### src/rtl/spn_cu_iter_pkg.sv
// spn_cu_iter_pkg: shared S-box tables, opcode and FSM state types for the iterative SPN core
package spn_cu_iter_pkg;
  typedef enum logic [1:0] {OP_NOP = 2'b00, OP_ENC = 2'b01, OP_DEC = 2'b10, OP_ILL = 2'b11} spn_op_e;
  typedef enum logic [1:0] {IDLE = 2'd0, RUN = 2'd1, DONE = 2'd2} spn_state_e;
  localparam logic [3:0] SBOX [16] = '{4'hC, 4'h5, 4'h6, 4'hB, 4'h9, 4'h0, 4'hA, 4'hD,
                                       4'h3, 4'hE, 4'hF, 4'h8, 4'h4, 4'h7, 4'h1, 4'h2};
  localparam logic [3:0] SBOX_INV [16] = '{4'h5, 4'hE, 4'hF, 4'h8, 4'hC, 4'h1, 4'h2, 4'hD,
                                           4'hB, 4'h4, 4'h6, 4'h3, 4'h0, 4'h7, 4'h9, 4'hA};
  function automatic logic op_legal(input spn_op_e op);
    return op == OP_ENC || op == OP_DEC;
  endfunction
endpackage

### src/rtl/spn_cu_iter_if.sv
// spn_cu_iter_if: command/result handshake bundle between host, SPN core and result buffer
interface spn_cu_iter_if #(
  parameter int BLOCK_W = 16,
  parameter int KEY_W   = 32
);
  logic               in_valid;
  logic               in_ready;
  logic [1:0]         opcode;
  logic [BLOCK_W-1:0] data_in;
  logic [KEY_W-1:0]   symmetric_secret_key;
  logic               out_valid;
  logic               out_ready;
  logic [BLOCK_W-1:0] data_out;
  logic [1:0]         out_mode;
  logic               busy;
  logic               err_opcode;
  modport master (
    output in_valid, opcode, data_in, symmetric_secret_key, out_ready,
    input  in_ready, out_valid, data_out, out_mode, busy, err_opcode
  );
  modport slave (
    input  in_valid, opcode, data_in, symmetric_secret_key, out_ready,
    output in_ready, out_valid, data_out, out_mode, busy, err_opcode
  );
endinterface

### src/rtl/spn_round_unit.sv
// spn_round_unit: one combinational SPN round, encrypt P(S(x^k)) or decrypt S_INV(P_INV(x))^k
module spn_round_unit
  import spn_cu_iter_pkg::*;
#(
  parameter int BLOCK_W = 16
) (
  input  logic [BLOCK_W-1:0] x_i,
  input  logic [BLOCK_W-1:0] round_key_i,
  input  spn_op_e            mode_i,
  output logic [BLOCK_W-1:0] y_o
);
  localparam int N = BLOCK_W / 4;
  localparam int M = BLOCK_W - 1;
  logic [BLOCK_W-1:0] xk, s_enc, p_enc, p_dec, s_dec;
  genvar n, p;
  assign xk = x_i ^ round_key_i;
  for (n = 0; n < N; n++) begin : g_sbox
    assign s_enc[4*n +: 4] = SBOX[xk[4*n +: 4]];
    assign s_dec[4*n +: 4] = SBOX_INV[p_dec[4*n +: 4]];
  end
  // top bit is a fixed point; the rest scatter by a stride coprime with BLOCK_W-1
  assign p_enc[M] = s_enc[M];
  assign p_dec[M] = x_i[M];
  for (p = 0; p < M; p++) begin : g_perm
    assign p_enc[(p * N) % M] = s_enc[p];
    assign p_dec[p]           = x_i[(p * N) % M];
  end
  assign y_o = mode_i == OP_DEC ? s_dec ^ round_key_i : p_enc;
endmodule

### src/rtl/spn_cu_iter.sv
// spn_cu_iter: iterative SPN encrypt/decrypt core, one round per clock over a shared round unit
module spn_cu_iter
  import spn_cu_iter_pkg::*;
#(
  parameter int BLOCK_W    = 16,
  parameter int KEY_W      = 32,
  parameter int NUM_ROUNDS = 3,
  parameter int KEY_ROT    = 8
) (
  input logic         clk,
  input logic         rst_n,
  spn_cu_iter_if.slave cu
);
  localparam int CW      = $clog2(NUM_ROUNDS + 1);
  localparam int FIN_ROT = (NUM_ROUNDS * KEY_ROT) % KEY_W;
  localparam logic [CW-1:0] LAST = CW'(NUM_ROUNDS - 1);

  function automatic logic [BLOCK_W-1:0] round_key(input logic [KEY_W-1:0] k, input int a);
    round_key = '0;
    for (int j = 0; j < BLOCK_W; j++) round_key[j] = k[(j + KEY_W - a) % KEY_W];
  endfunction

  spn_state_e         state_q, state_d;
  spn_op_e            op, mode_q, mode_d, omode_q, omode_d;
  logic [BLOCK_W-1:0] x_q, x_d, dout_q, dout_d, rk, kr, y;
  logic [KEY_W-1:0]   key_q, key_d;
  logic [CW-1:0]      cnt_q, cnt_d;
  logic               err_q, err_d, go, run, last;

  always_comb begin
    op   = spn_op_e'(cu.opcode);
    go   = state_q == IDLE && cu.in_valid && op_legal(op);
    run  = state_q == RUN;
    last = mode_q == OP_ENC ? cnt_q == LAST : cnt_q == '0;
    rk   = round_key(key_q, (int'(cnt_q) * KEY_ROT) % KEY_W);
    // the whitening key comes from the live port on accept, from the latched key afterwards
    kr   = state_q == IDLE ? round_key(cu.symmetric_secret_key, FIN_ROT) : round_key(key_q, FIN_ROT);
  end

  spn_round_unit #(.BLOCK_W(BLOCK_W)) u_round (
    .x_i        (x_q),
    .round_key_i(rk),
    .mode_i     (mode_q),
    .y_o        (y)
  );

  always_ff @(posedge clk or negedge rst_n) begin
    if (!rst_n) state_q <= IDLE;
    else        state_q <= state_d;
  end

  always_comb begin
    state_d = state_q == IDLE ? (go ? RUN : IDLE)
            : state_q == RUN  ? (last ? DONE : RUN)
            : (cu.out_ready ? IDLE : DONE);
  end

  always_comb begin
    cu.in_ready   = state_q == IDLE;
    cu.out_valid  = state_q == DONE;
    cu.busy       = state_q != IDLE;
    cu.data_out   = dout_q;
    cu.out_mode   = omode_q;
    cu.err_opcode = err_q;
  end

  always_comb begin
    x_d     = go ? (op == OP_DEC ? cu.data_in ^ kr : cu.data_in) : run ? y : x_q;
    key_d   = go ? cu.symmetric_secret_key : key_q;
    mode_d  = go ? op : mode_q;
    cnt_d   = go ? (op == OP_ENC ? '0 : LAST)
            : run && !last ? (mode_q == OP_ENC ? cnt_q + 1'b1 : cnt_q - 1'b1)
            : cnt_q;
    dout_d  = run && last ? (mode_q == OP_ENC ? y ^ kr : y) : dout_q;
    omode_d = run && last ? mode_q : omode_q;
    err_d   = state_q == IDLE && cu.in_valid && !op_legal(op);
  end

  always_ff @(posedge clk or negedge rst_n) begin
    if (!rst_n) begin
      x_q     <= '0;
      key_q   <= '0;
      mode_q  <= OP_NOP;
      cnt_q   <= '0;
      dout_q  <= '0;
      omode_q <= OP_NOP;
      err_q   <= 1'b0;
    end else begin
      x_q     <= x_d;
      key_q   <= key_d;
      mode_q  <= mode_d;
      cnt_q   <= cnt_d;
      dout_q  <= dout_d;
      omode_q <= omode_d;
      err_q   <= err_d;
    end
  end
endmodule

### src/flat_wrapper.sv
// flat-port wrapper written by rule: the top's interface ports become plain ports
module spn_cu_iter_flat import spn_cu_iter_pkg::*;
#(
  parameter int BLOCK_W    = 16,
  parameter int KEY_W      = 32,
  parameter int NUM_ROUNDS = 3,
  parameter int KEY_ROT    = 8
)
  (clk, rst_n, cu_in_valid, cu_opcode, cu_data_in, cu_symmetric_secret_key, cu_out_ready, cu_in_ready, cu_out_valid, cu_data_out, cu_out_mode, cu_busy, cu_err_opcode);
  spn_cu_iter_if #(.BLOCK_W(BLOCK_W), .KEY_W(KEY_W)) cu_i ();
  input logic clk;
  input logic rst_n;
  input wire logic [$bits(cu_i.in_valid)-1:0] cu_in_valid;
  input wire logic [$bits(cu_i.opcode)-1:0] cu_opcode;
  input wire logic [$bits(cu_i.data_in)-1:0] cu_data_in;
  input wire logic [$bits(cu_i.symmetric_secret_key)-1:0] cu_symmetric_secret_key;
  input wire logic [$bits(cu_i.out_ready)-1:0] cu_out_ready;
  output wire logic [$bits(cu_i.in_ready)-1:0] cu_in_ready;
  output wire logic [$bits(cu_i.out_valid)-1:0] cu_out_valid;
  output wire logic [$bits(cu_i.data_out)-1:0] cu_data_out;
  output wire logic [$bits(cu_i.out_mode)-1:0] cu_out_mode;
  output wire logic [$bits(cu_i.busy)-1:0] cu_busy;
  output wire logic [$bits(cu_i.err_opcode)-1:0] cu_err_opcode;
  assign cu_i.in_valid = cu_in_valid;
  assign cu_i.opcode = cu_opcode;
  assign cu_i.data_in = cu_data_in;
  assign cu_i.symmetric_secret_key = cu_symmetric_secret_key;
  assign cu_i.out_ready = cu_out_ready;
  assign cu_in_ready = cu_i.in_ready;
  assign cu_out_valid = cu_i.out_valid;
  assign cu_data_out = cu_i.data_out;
  assign cu_out_mode = cu_i.out_mode;
  assign cu_busy = cu_i.busy;
  assign cu_err_opcode = cu_i.err_opcode;
  spn_cu_iter #(.BLOCK_W(BLOCK_W), .KEY_W(KEY_W), .NUM_ROUNDS(NUM_ROUNDS), .KEY_ROT(KEY_ROT)) u_core (.clk(clk), .rst_n(rst_n), .cu(cu_i));
endmodule
### config.mk
export PLATFORM = sky130hd
export DESIGN_NAME = spn_cu_iter_flat
export DESIGN_NICKNAME = d
export VERILOG_FILES = /design/src/rtl/spn_cu_iter_pkg.sv /design/src/rtl/spn_cu_iter_if.sv /design/src/rtl/spn_round_unit.sv /design/src/rtl/spn_cu_iter.sv /design/src/flat_wrapper.sv
export SDC_FILE = /design/constraint.sdc
export NUM_CORES = 1
export LEC_CHECK = 0
export BUFFER_PORTS_ARGS = -buffer_cell sky130_fd_sc_hd__buf_2
export CORE_MARGIN = 8
export CORE_UTILIZATION = 59
export CTS_BUF_LIST = sky130_fd_sc_hd__clkbuf_8
export DETAILED_ROUTE_END_ITERATION = 8
export PLACE_DENSITY = 0.8
export SLEW_MARGIN = 20
export SYNTH_ARGS = -nofsm -noshare
export SYNTH_HDL_FRONTEND = slang
export SYNTH_HIERARCHICAL = 1
export SYNTH_SLANG_ARGS = --single-unit
### constraint.sdc
create_clock -name clk -period 11.49 [get_ports clk]
set_input_delay 0.5745 -clock clk [delete_from_list [all_inputs] [get_ports clk]]
set_output_delay 0.5745 -clock clk [all_outputs]
set_load 0.03 [all_outputs]
==> out/qor.log, run 1 <==
[synthesis] number of flops mapped to enable cells by yosys 0
[cts] clock tree root driver cell sky130_fd_sc_hd__clkbuf_8
[timing] final critical-path required period 4360 ps
[detailed_routing] detailed-route vias per instance 6.01
[detailed_routing] via count of the routed design 4,639
[cts] cts hold-fix bufs 0
[worst_setup_path] depth of the worst register-to-register path 11
[detailed_routing] initial DRC count 387
[global_routing] sum of overflow across all layers after global routing 0
[floorplan] number of rows created at floorplan 37
[floorplan] Die Footprint 14,200 um^2
[timing] total negative slack 0 ps
[synthesis] sequential-to-total area share from yosys stat 0.292
[timing] post-route clock skew 7.58 ps
[worst_setup_path] WS Path Type flop to flop
[synthesis] synthesis-stage register bit count 73
[timing] max_slew headroom 0.344
[detailed_routing] routed length per placed instance 19.8 um
[placement] total of buffers placed on input and output ports 75
[global_routing] antenna violations before repair 0
[placement] placed wire-length estimate after detailed placement 11,500 um
[global_routing] via count of the first global-routing pass 4,799
[timing] unrepaired setup endpoints after global routing false
[worst_hold_path] Hold Crit Class input pin to asynchronous set/reset pin
[synthesis] synth cell count leaders sky130_fd_sc_hd__dfrtp_1 (73), sky130_fd_sc_hd__mux2_2 (73), sky130_fd_sc_hd__ha_1 (42)
[cts] clock tree from TritonCTS done
[floorplan] number of I/O pins 76
[synthesis] Distinct cells, synth 56
[synthesis] share of async-settable or async-resettable flops after synthesis 1.00
[timing] Hold Fails Final Rpt 0
[global_routing] global-route wire length before repair 25,300 um
[worst_setup_path] maximum fanout encountered on the critical timing path 20
[run_status] outcome complete, no violations
[detailed_routing] First-pass DRT Iterations 5
[floorplan] Horiz. Die Dim 119 um
[synthesis] area of the mapped netlist 6260 um^2
[worst_setup_path] startpoint kind of the worst setup timing path flop
[synthesis] Post-synth top flop sky130_fd_sc_hd__dfrtp_1
[timing] final setup violation count 0
[floorplan] core region area 10,300 um^2
[cts] Clock Pin Slew Worst Setup and Hold Paths 70 ps
[synthesis] synthesized netlist net count 675
[global_routing] global-route met1 utilization 0.289
[timing] worst-margin pin slew 984 ps
[timing] final clock period utilization by the worst path 0.379
[cts] Sink Count 73
[cts] PostCTS Resize Cnt 0
[synthesis] Mean Syn Cell Area 10.8 um^2
[detailed_routing] total wire length after detailed routing 15,300 um
[cts] clock buffer count from CTS 9
[floorplan] Die Y 119 um
[global_routing] global routing met2 resource utilization 0.352
[cts] Post-CTS Setup Repair Bufs 0
[floorplan] starting density of the core 0.606
[global_routing] global-route total usage across every layer 0.220
[finish] Filler Cells Inserted 784
[synthesis] biggest area consumer among synthesized cells sky130_fd_sc_hd__dfrtp_1
[cts] Longest Clk Path Bufs 2
[synthesis] biggest area contributors in the synthesized netlist sky130_fd_sc_hd__dfrtp_1 (29%), sky130_fd_sc_hd__mux2_2 (13%), sky130_fd_sc_hd__mux4_2 (8.6%)
[finish] synthesis-to-layout area growth 8.28%
[finish] # diodes 0
[worst_setup_path] required time at the endpoint of the critical path 11,730 ps
[global_routing] GRT Max-Usage Layer met2
[cts] H-tree depth 3
[synthesis] fraction of post-synthesis cell area in the top cell type by area 0.292
[finish] sequential cell area 1830 um^2
[cts] Skew-Pair Late Insertion Delay 350 ps
[run] max_cap viols 0
[synthesis] synthesis warning total 6
[global_routing] largest net degree at the start of global routing 74
[worst_setup_path] kind of capture point of the worst setup path flop
[finish] share of final-layout standard cells stronger than drive strength 1 0.344
[global_routing] met3 routing resource usage after global routing 0.0397
[detailed_routing] post-detailed-route DRC marker count 0
[timing] fmax 0.229 GHz
[worst_setup_path] Data arrival, critical path 4600 ps
[timing] Pins Over Slew Limit 0
[finish] area occupied by multi-input gates 4060 um^2
[finish] Net count, final 729
[detailed_routing] final antenna-violating net count 0
[placement] RePlAce Congestion 0.915
[synthesis] count of mapped cells out of synthesis 579
## worst paths after layout
kind,start,to,slack [ps]
max in group asynchronous,rst_n,u_core/x_q[15]$_DFFE_PN0P_,10520
max,u_core/cnt_q[0]$_DFFE_PN0P_,u_core/cu.data_out[9]$_DFFE_PN0P_,7130
max reg2reg,u_core/cnt_q[0]$_DFFE_PN0P_,u_core/cu.data_out[9]$_DFFE_PN0P_,7130
min in group clk,cu_out_ready,u_core/state_q[1]$_DFF_PN0_,400
min reg2reg,u_core/cu.data_out[2]$_DFFE_PN0P_,u_core/cu.data_out[2]$_DFFE_PN0P_,500
min,rst_n,u_core/key_q[0]$_DFFE_PN0P_,370
## through the flow
stage	setup slack (ps)	cells	hold slack, ps	area (um^2)	util
2_1_floorplan	7680	579	279	6260	-
3_3_place_gp	7270	758	486	6600	0.639
3_5_place_dp	7120	758	491	6600	0.639
4_1_cts	7110	772	383	6780	0.656
5_1_grt	6850	772	403	6780	0.656
6_report	7130	772	366	6780	0.656
## cell families (layout without fill, tap and decap cells)
group | Yosys count | in the layout | share of synthesized area
compound gates | 133 | 133 | 0.137
xor+xnor | 73 | 73 | 0.117
fa+ha+maj | 42 | 42 | 0.0840
buf+inv | 73 | 130 | 0.0602
flops | 73 | 73 | 0.292
mux | 102 | 102 | 0.231
simple gates | 83 | 83 | 0.0792
## area by class of cell
| type | count | area share |
|---|---|---|
| clock buffers | 9 | 0.0183 |
| inverters | 37 | 0.0205 |
| multi-input cells | 433 | 0.599 |
| flip-flops and latches | 73 | 0.270 |
| well taps | 136 | 0.0251 |
| clock inverters | 5 | 0.00757 |
| repair buffers | 79 | 0.0602 |
## registers in the layout (all words and copies together), names as in the netlist
register	flops
u_core/cnt_q	2
u_core/cu.data_out	16
u_core/cu.err_opcode	1
u_core/cu.out_mode	2
u_core/key_q	32
u_core/mode_q	2
u_core/state_q	2
u_core/x_q	16
## per-layer routing
| metal | vias up | wire length (um) |
|---|---|---|
| met3 | 21 | 846 |
| li1 | 2161 | - |
| met2 | 164 | 7360 |
| met1 | 2293 | 6740 |
| met5 | - | 0 |
| met4 | 0 | 358 |
## cells in the final DEF (no fill, tap or decap), drive strengths merged, types with 9 or more instances in the layout
| master | count |
|---|---|
| buf | 79 |
| mux2 | 73 |
| dfrtp | 73 |
| a21oi | 43 |
| ha | 42 |
| xnor2 | 41 |
| inv | 39 |
| nor2 | 35 |
| xor2 | 32 |
| o21ai | 31 |
| mux4 | 26 |
| a211oi | 14 |
| o21a | 11 |
| o21bai | 11 |
| nor3b | 11 |
| nand2 | 10 |
| clkbuf | 9 |
## critical path: stages (launching register included)
cell                      delay (ps)
sky130_fd_sc_hd__dfrtp_1         990
sky130_fd_sc_hd__inv_1           170
sky130_fd_sc_hd__ha_1            580
sky130_fd_sc_hd__mux4_2          600
sky130_fd_sc_hd__xnor2_1         310
sky130_fd_sc_hd__inv_1           140
sky130_fd_sc_hd__ha_1            320
sky130_fd_sc_hd__mux4_2          460
sky130_fd_sc_hd__nand2_1          80
sky130_fd_sc_hd__o21ai_0         140
sky130_fd_sc_hd__xnor2_1         190
sky130_fd_sc_hd__mux2_2          270
Power of run 1 is not shown: default switching activity piles up to over one toggle a cycle in this logic, so the estimate is an artifact.
==> run 2: changes to the inputs <==
CORE_UTILIZATION = 55   (was 59)
PLACE_DENSITY = 0.78   (was 0.8)
clock period = 3.7 ns   (was 11.49 ns; I/O delays follow)
==> out/qor.log, run 2 (synthesized netlist as in run 1, its figures left out) <==
[cts] H-tree depth 3 [unchanged]
[timing] worst-margin pin slew 944 ps [was 984 ps]
[detailed_routing] via count of the routed design 4,713 [was 4,639]
[detailed_routing] total wire length after detailed routing 15,700 um [was 15,300 um]
[timing] post-route clock skew 6.36 ps [was 7.58 ps]
[global_routing] antenna violations before repair 0 [unchanged]
[placement] placed wire-length estimate after detailed placement 11,800 um [was 11,500 um]
[floorplan] number of rows created at floorplan 39 [was 37]
[floorplan] Horiz. Die Dim 123 um [was 119 um]
[detailed_routing] First-pass DRT Iterations 5 [unchanged]
[detailed_routing] routed length per placed instance 19.9 um [was 19.8 um]
[timing] unrepaired setup endpoints after global routing false [unchanged]
[global_routing] global-route wire length before repair 25,400 um [was 25,300 um]
[global_routing] global-route total usage across every layer 0.214 [was 0.220]
[cts] Sink Count 73 [unchanged]
[detailed_routing] post-detailed-route DRC marker count 0 [unchanged]
[placement] total of buffers placed on input and output ports 75 [unchanged]
[global_routing] via count of the first global-routing pass 4,959 [was 4,799]
[timing] max_slew headroom 0.370 [was 0.344]
[run_status] outcome complete, no violations [unchanged]
[cts] Longest Clk Path Bufs 2 [unchanged]
[worst_setup_path] maximum fanout encountered on the critical timing path 4 [was 20]
[floorplan] core region area 11,300 um^2 [was 10,300 um^2]
[timing] final clock period utilization by the worst path 0.904 [was 0.379]
[worst_setup_path] kind of capture point of the worst setup path flop [unchanged]
[detailed_routing] initial DRC count 275 [was 387]
[worst_setup_path] Data arrival, critical path 3570 ps [was 4600 ps]
[finish] Net count, final 735 [was 729]
[cts] clock tree root driver cell sky130_fd_sc_hd__clkbuf_8 [unchanged]
[worst_setup_path] required time at the endpoint of the critical path 3930 ps [was 11,730 ps]
[worst_setup_path] startpoint kind of the worst setup timing path flop [unchanged]
[cts] clock buffer count from CTS 9 [unchanged]
[timing] total negative slack 0 ps [unchanged]
[worst_hold_path] Hold Crit Class input pin to flop [was input pin to asynchronous set/reset pin]
[cts] Clock Pin Slew Worst Setup and Hold Paths 80 ps [was 70 ps]
[finish] most frequent standard cell in the layout excluding fill and tap cells sky130_fd_sc_hd__buf_2 [unchanged]
[cts] Post-CTS Setup Repair Bufs 0 [unchanged]
[floorplan] Die Y 123 um [was 119 um]
[detailed_routing] final antenna-violating net count 0 [unchanged]
[global_routing] sum of overflow across all layers after global routing 0 [unchanged]
[finish] Biggest register u_core/key_q [unchanged]
[timing] fmax 0.299 GHz [was 0.229 GHz]
[placement] RePlAce Congestion 0.859 [was 0.915]
[timing] final critical-path required period 3340 ps [was 4360 ps]
[cts] Skew-Pair Late Insertion Delay 350 ps [about the same]
[finish] # diodes 0 [unchanged]
[finish] commonest cells after routing, fill and taps aside sky130_fd_sc_hd__buf_2 (74), sky130_fd_sc_hd__mux2_2 (73), sky130_fd_sc_hd__dfrtp_1 (73) [unchanged]
[run] max_cap viols 0 [unchanged]
[cts] cts hold-fix bufs 2 [was 0]
[finish] synthesis-to-layout area growth 10.0% [was 8.28%]
[finish] Largest register FFs 32 [unchanged]
[floorplan] Die Footprint 15,000 um^2 [was 14,200 um^2]
[timing] final setup violation count 0 [unchanged]
[worst_setup_path] WS Path Type flop to flop [unchanged]
[detailed_routing] detailed-route vias per instance 5.99 [was 6.01]
[global_routing] largest net degree at the start of global routing 74 [unchanged]
[cts] PostCTS Resize Cnt 0 [unchanged]
[timing] Pins Over Slew Limit 0 [unchanged]
[timing] Hold Fails Final Rpt 0 [unchanged]
[finish] share of final-layout standard cells stronger than drive strength 1 0.349 [was 0.344]
[floorplan] number of I/O pins 76 [unchanged]
[floorplan] starting density of the core 0.555 [was 0.606]
[finish] Filler Cells Inserted 902 [was 784]
[cts] clock tree from TritonCTS done [unchanged]
==> run 2: cell type report <==
class,count,area [um^2],area share
multi-input combinational,433,4050,0.589
sequential,73,1830,0.265
timing repair buffer,85,458,0.0665
tap,143,179,0.0260
clock buffer,11,151,0.0220
inverter,37,139,0.0202
clock inverter,5,77.6,0.0113
==> run 2: metrics by stage <==
step / utilization / std cells / hold WS [ps] / worst slack (ps) / area [um^2]
floorplan: - / 579 / -111 / 35.5 / 6260
global placement: 0.589 / 769 / 370 / 491 / 6640
finish: 0.611 / 787 / 59.1 / 357 / 6890
CTS: 0.611 / 787 / 45.2 / 366 / 6890
global route: 0.611 / 787 / 42.9 / 164 / 6890
detailed placement: 0.589 / 769 / 375 / 386 / 6640
==> run 2: path summary, 6_finish.rpt <==
path | from | slack [ps] | depth (start not counted) | endpoint
max | u_core/cnt_q[0]$_DFFE_PN0P_ | 360 | 12 | u_core/x_q[9]$_DFFE_PN0P_
min | cu_symmetric_secret_key[25] | 60 | 2 | u_core/key_q[25]$_DFFE_PN0P_
max reg2reg | u_core/cnt_q[0]$_DFFE_PN0P_ | 360 | 12 | u_core/x_q[9]$_DFFE_PN0P_
min reg2reg | u_core/cu.data_out[4]$_DFFE_PN0P_ | 510 | 1 | u_core/cu.data_out[4]$_DFFE_PN0P_
max in group asynchronous | rst_n | 2590 | 2 | u_core/x_q[11]$_DFFE_PN0P_
min in group asynchronous | rst_n | 510 | 2 | u_core/key_q[1]$_DFFE_PN0P_
==> run 2: layer usage <==
metal | track usage | part of all wire | wire length [um] | vias to the layer above
met4 | 0.0632 | 0.012 | 193 | 0
met3 | 0.0414 | 0.067 | 1040 | 16
met1 | 0.278 | 0.42 | 6600 | 2348
li1 | - | - | - | 2182
met2 | 0.355 | 0.50 | 7810 | 167
met5 | 0 | 0 | 0 | -
==> run 2: critical path, cell delays in order, from the launching register on <==
cell and delay, ps:
sky130_fd_sc_hd__dfrtp_1 340, sky130_fd_sc_hd__inv_1 60, sky130_fd_sc_hd__ha_1 320, sky130_fd_sc_hd__mux4_2 550, sky130_fd_sc_hd__xnor2_1 320, sky130_fd_sc_hd__inv_1 150
sky130_fd_sc_hd__ha_1 320, sky130_fd_sc_hd__mux4_2 450, sky130_fd_sc_hd__nand2_1 70, sky130_fd_sc_hd__o21ai_0 160, sky130_fd_sc_hd__mux2_2 340, sky130_fd_sc_hd__nor2_1 90
sky130_fd_sc_hd__a21oi_1 50
Power of run 2 is left out for the same reason.
